**src/rtl/alu_iter.sv**
```systemverilog
// Multi-cycle ALU with valid/ready handshakes; shifts iterate SHIFT_STEP bits per cycle.
// Optional compare operation enabled by defining ALU_CMP_EN.
module alu_iter #(
  parameter int unsigned XLEN       = 32,
  parameter int unsigned SHIFT_STEP = 8
) (
  input  logic            i_clk,
  input  logic            i_rst_n,
  input  logic            i_valid,
  output logic            o_ready,
  input  logic [XLEN-1:0] i_op_a,
  input  logic [XLEN-1:0] i_op_b,
  input  logic            i_sub,
  input  logic [1:0]      i_bool_op,
  input  logic [3:0]      i_op_sel,
  input  logic            i_shift_dir,
  output logic            o_valid,
  input  logic            i_ready,
  output logic [XLEN-1:0] o_result
);

  localparam int unsigned SHW = $clog2(XLEN);
  localparam int unsigned CW  = SHW + 1;

  localparam logic [3:0] SEL_ADD   = 4'b0001;
  localparam logic [3:0] SEL_CMP   = 4'b0010;
  localparam logic [3:0] SEL_BOOL  = 4'b0100;
  localparam logic [3:0] SEL_SHIFT = 4'b1000;

  typedef enum logic [1:0] {
    IDLE  = 2'd0,
    EXEC  = 2'd1,
    SHIFT = 2'd2,
    DONE  = 2'd3
  } state_t;

  state_t            state;
  logic [XLEN-1:0]   a_q;
  logic [XLEN-1:0]   b_q;
  logic [XLEN-1:0]   sh_q;
  logic [SHW-1:0]    cnt_q;
  logic              sub_q;
  logic              dir_q;
  logic              fill_q;
  logic [1:0]        bool_q;
  logic [3:0]        sel_q;

  logic [XLEN-1:0]   exec_res;
  logic [CW-1:0]     step;
  logic [XLEN-1:0]   sh_next;

  // Single-cycle result for add/sub, bool, compare and invalid selects
  always_comb begin
    exec_res = '0;
    case (sel_q)
      SEL_ADD:  exec_res = sub_q ? (a_q - b_q) : (a_q + b_q);
      SEL_BOOL: begin
        case (bool_q)
          2'b00:   exec_res = a_q ^ b_q;
          2'b10:   exec_res = a_q | b_q;
          2'b11:   exec_res = a_q & b_q;
          default: exec_res = '0;
        endcase
      end
`ifdef ALU_CMP_EN
      SEL_CMP: begin
        if (sub_q) exec_res = XLEN'(a_q < b_q);
        else       exec_res = XLEN'($signed(a_q) < $signed(b_q));
      end
`endif
      default:  exec_res = '0;
    endcase
  end

  // One shift step of min(remaining, SHIFT_STEP); asr fills via inverted logical shift
  always_comb begin
    step = ({1'b0, cnt_q} < CW'(SHIFT_STEP)) ? {1'b0, cnt_q} : CW'(SHIFT_STEP);
    if (!dir_q)      sh_next = sh_q << step;
    else if (fill_q) sh_next = ~((~sh_q) >> step);
    else             sh_next = sh_q >> step;
  end

  always_ff @(posedge i_clk or negedge i_rst_n) begin
    if (!i_rst_n) begin
      state    <= IDLE;
      o_ready  <= 1'b1;
      o_valid  <= 1'b0;
      o_result <= '0;
      a_q      <= '0;
      b_q      <= '0;
      sh_q     <= '0;
      cnt_q    <= '0;
      sub_q    <= 1'b0;
      dir_q    <= 1'b0;
      fill_q   <= 1'b0;
      bool_q   <= 2'b00;
      sel_q    <= 4'b0000;
    end else begin
      case (state)
        IDLE: begin
          if (i_valid) begin
            a_q     <= i_op_a;
            b_q     <= i_op_b;
            sh_q    <= i_op_a;
            cnt_q   <= i_op_b[SHW-1:0];
            sub_q   <= i_sub;
            dir_q   <= i_shift_dir;
            fill_q  <= i_sub & i_shift_dir & i_op_a[XLEN-1];
            bool_q  <= i_bool_op;
            sel_q   <= i_op_sel;
            o_ready <= 1'b0;
            state   <= (i_op_sel == SEL_SHIFT) ? SHIFT : EXEC;
          end
        end
        EXEC: begin
          o_result <= exec_res;
          o_valid  <= 1'b1;
          state    <= DONE;
        end
        SHIFT: begin
          if (cnt_q == '0) begin
            o_result <= sh_q;
            o_valid  <= 1'b1;
            state    <= DONE;
          end else begin
            sh_q  <= sh_next;
            cnt_q <= cnt_q - SHW'(step);
          end
        end
        DONE: begin
          if (i_ready) begin
            o_valid <= 1'b0;
            o_ready <= 1'b1;
            state   <= IDLE;
          end
        end
        default: begin
          o_valid <= 1'b0;
          o_ready <= 1'b1;
          state   <= IDLE;
        end
      endcase
    end
  end

endmodule

```
**config.mk**
```make
export PLATFORM = sky130hd
export DESIGN_NAME = alu_iter
export DESIGN_NICKNAME = d
export VERILOG_FILES = /design/src/rtl/alu_iter.sv
export SDC_FILE = /design/constraint.sdc
export NUM_CORES = 1
export LEC_CHECK = 0
export ABC_AREA = 1
export CAP_MARGIN = 30
export CORE_MARGIN = 4
export CORE_UTILIZATION = 35
export CTS_CLUSTER_DIAMETER = 50
export DETAILED_ROUTE_END_ITERATION = 10
export PLACE_DENSITY = 0.58
export SYNTH_ARGS = -nofsm -noshare
export SYNTH_HDL_FRONTEND = slang
export SYNTH_SLANG_ARGS = --single-unit
export TNS_END_PERCENT = 30
```
**constraint.sdc**
```tcl
create_clock -name i_clk -period 3.11 [get_ports i_clk]
set_input_delay 0.311 -clock i_clk [delete_from_list [all_inputs] [get_ports i_clk]]
set_output_delay 0.311 -clock i_clk [all_outputs]
set_load 0.1 [all_outputs]
```
==> flow_summary.toml <==
[floorplan]
floorplan.die_area_um2 = 42900
dieHeight_um = 207
ioPinCount = 110
die_w_um = 207
fp.coreArea_um2 = 38900
rows = 72
start_util_pct = 35.7

[synth]
synth.area.top_cells = "dfrtp_1 (26%), nand2_1 (22%), ha_1 (9.0%)"
synth-seq-cells = 146
yosysMostFrequentCell = "nand2_1"
yosys.cell_types.count = 48
synth_top_area_share_pct = 26.1
yosysTopAreaCell = "dfrtp_1"
synth_nets = 2440
syn_avg_cell_area_um2 = 6.13
synthTopCellsByCount = "nand2_1 (814), inv_1 (290), o21ai_0 (170), nor2_1 (148), dfrtp_1 (145)"
ys_seq_area_share_pct = 26.3
syn_area_um2 = 13900
synthFlopType = "dfrtp_1"
postSynth.asyncResetShare_pct = 100
synth_edf_count = 0
ys_warn_count = 0
netlist_instances = 2263

[finish]
final.fill_count = 4110
multi_input_area_um2 = 9250
layout.nets = 2625
area_growth_pct = 26.3
regArea_um2 = 3650
layout-drive-gt1-share_pct = 14.1

[sta]
final.period_utilization_pct = 101
finalSetupViolations = 2
tightest_slew_ns = 1.01
worst_slack_ns = -0.0444
rsz0062_at_grt = "true"
min_period_ns = 3.15
max_freq_ghz = 0.317
fin_tns_setup_ns = -0.0566
hold_slack_ns = 0.410
drv_slew = 0
finalClockSkew_ns = 0.0139
final-hold-violation-count = 0
relSlewSlack_pct = 32.5

[clock_tree]
cts-buffers-inserted = 17
worstSkewPairLatency_ns = 0.46
cts_sinks = 146
htree_levels = 4
clkTransAtPathRegs_ns = 0.07
cts_tree = "done"
cts-root-buf = "clkbuf_16"
cts_buffer_depth = 2

[drt]
met2WireLength_um = 25500
highest-signal-layer = "met4"
routed_via_density = 5.31
drtIter0Drc = 1478
drc = 0
finalWirelength_um = 56900
final_antenna_net_count = 0
wl_per_cell_um = 19.1
via_count = 15800
wl_met1_um = 25700
wl_met3_um = 3700
dr.pass1.iters = 5

[worst_setup_path]
required_ns = 3.45
crit_top_cell = "nand2_1"
crit_chain = "inv_2 > ha_4 > nand3_4 > nor3_4 > nand3_4 > nor2_4 > nand2_2 > o21ai_2 > buf_4 > xor2_1 > ha_1 > nand2_2 > nor2_2 > nand2_1 > nor3_1 > nand2_1 > nand2_1 > nand2_1 > nand3_1 > nand2_1 > nand2_1 > nand2_1"
slowest_delay_ns = 0.39
cp-start-kind = "register"
critPathSlowestCell = "dfrtp_1"
critical_path_class = "register to register"
crit_family = "simple AND/OR/NAND/NOR gates"
endpoint_kind = "register"
worst-path-buf-inv = 2
cp_max_fo = 4
arrival_ns = 3.50

[global_route]
grt_overflow_total = 0
grt_first_pass_wirelength_um = 87200
track_usage_pct = 25.6
grt_pass1_vias = 15100
grt_antenna_before_repair = 0
grt_max_degree = 77

[place]
numPortBuffers = 109
globalplace.congestion = 1.02
hpwl_um = 43500

[run]
max_cap_violations = 0

[outcome]
violations = "negative setup slack"
outcome = "complete, but fails checks"

[worst_hold_path]
hp-class = "input port to register"
## cells by family after synthesis
logic type	share of synthesized area [%]
compound gates	17.3
xor+xnor	1.89
fa+ha+maj	9.16
buf+inv	10.9
flops	26.3
mux	0.649
other cells	0.0270
simple gates	33.7
## metal layers
layer	up-vias	track usage, %
li1	7609	-
met2	572	40.5
met4	0	8.85
met1	7552	36.1
met3	97	3.28
met5	-	0
## repair_timing
action | CTS | global route
setup buffers | 5 | 3
resized for setup | 69 | 82
pin swaps | 22 | 36
setup endpoints to repair | 22 | 25
hold endpoints to repair | 73 | 0
hold buffers | 1 | 0
## area by class of cell
cell class	count	share of cell area, %
flip-flops and latches	146	20.8
clock inverters	12	0.692
repair buffers	260	13.0
diodes	1	0.0143
inverters	298	6.39
multi-input cells	1725	52.8
clock buffers	19	2.58
well taps	518	3.70
## worst paths after layout
check / from / endpoint / slack [ns] / cells past startpoint
min in group asynchronous: i_rst_n / sh_q[30]$_DFFE_PN0P_ / 0.44 / 2
worst min-delay path: i_bool_op[0] / bool_q[0]$_DFFE_PN0P_ / 0.41 / 3
worst max-delay path: b_q[0]$_DFFE_PN0P_ / o_result[28]$_DFFE_PN0P_ / -0.04 / 22
worst max register to register: b_q[0]$_DFFE_PN0P_ / o_result[28]$_DFFE_PN0P_ / -0.04 / 22
max in group asynchronous: i_rst_n / b_q[7]$_DFFE_PN0P_ / 1.76 / 3
worst min register to register: o_result[4]$_DFFE_PN0P_ / o_result[4]$_DFFE_PN0P_ / 0.48 / 2
## tightest hold or removal path: stages
cell	delay [ns]
clkdlybuf4s50_1	0.39
nand2_1	0.08
nand2_1	0.05
## registers in the layout (all words and copies together), names as in the netlist, 2 cells and up, named ones only
name	count
o_result	32
bool_q	2
cnt_q	5
state	2
sel_q	4
a_q	32
sh_q	30
b_q	32
## cell usage in the layout (no fill, tap or decap), types with 16 or more instances in the layout
cell	netlist	final
o21ai_1	40	47
o211ai_1	57	57
nand3_1	130	118
clkbuf_16	0	17
o21ai_0	170	156
or2_2	16	16
a21oi_1	104	94
buf_4	1	154
nor2_2	0	17
nand2_1	814	779
a21boi_1	17	17
xor2_1	30	29
ha_1	100	85
nor2_1	148	125
clkdlybuf4s50_1	0	97
dfrtp_1	145	145
inv_1	290	282
nand2_2	3	37
## through the flow
stage               instance area, µm²  setup slack, ns  cells  utilization, %
floorplan                        13900           0.0561   2263               -
global placement                 16400           -0.296   2938            42.1
detailed placement               16400           -0.389   2938            42.1
CTS                              17200          -0.0546   2975            44.2
global route                     17500           -0.244   2978            45.0
finish                           17500          -0.0444   2979            45.0
Power is left out: the tool's default activity adds up to more than one toggle a clock period on the data nets, which glitch-free logic cannot reach.
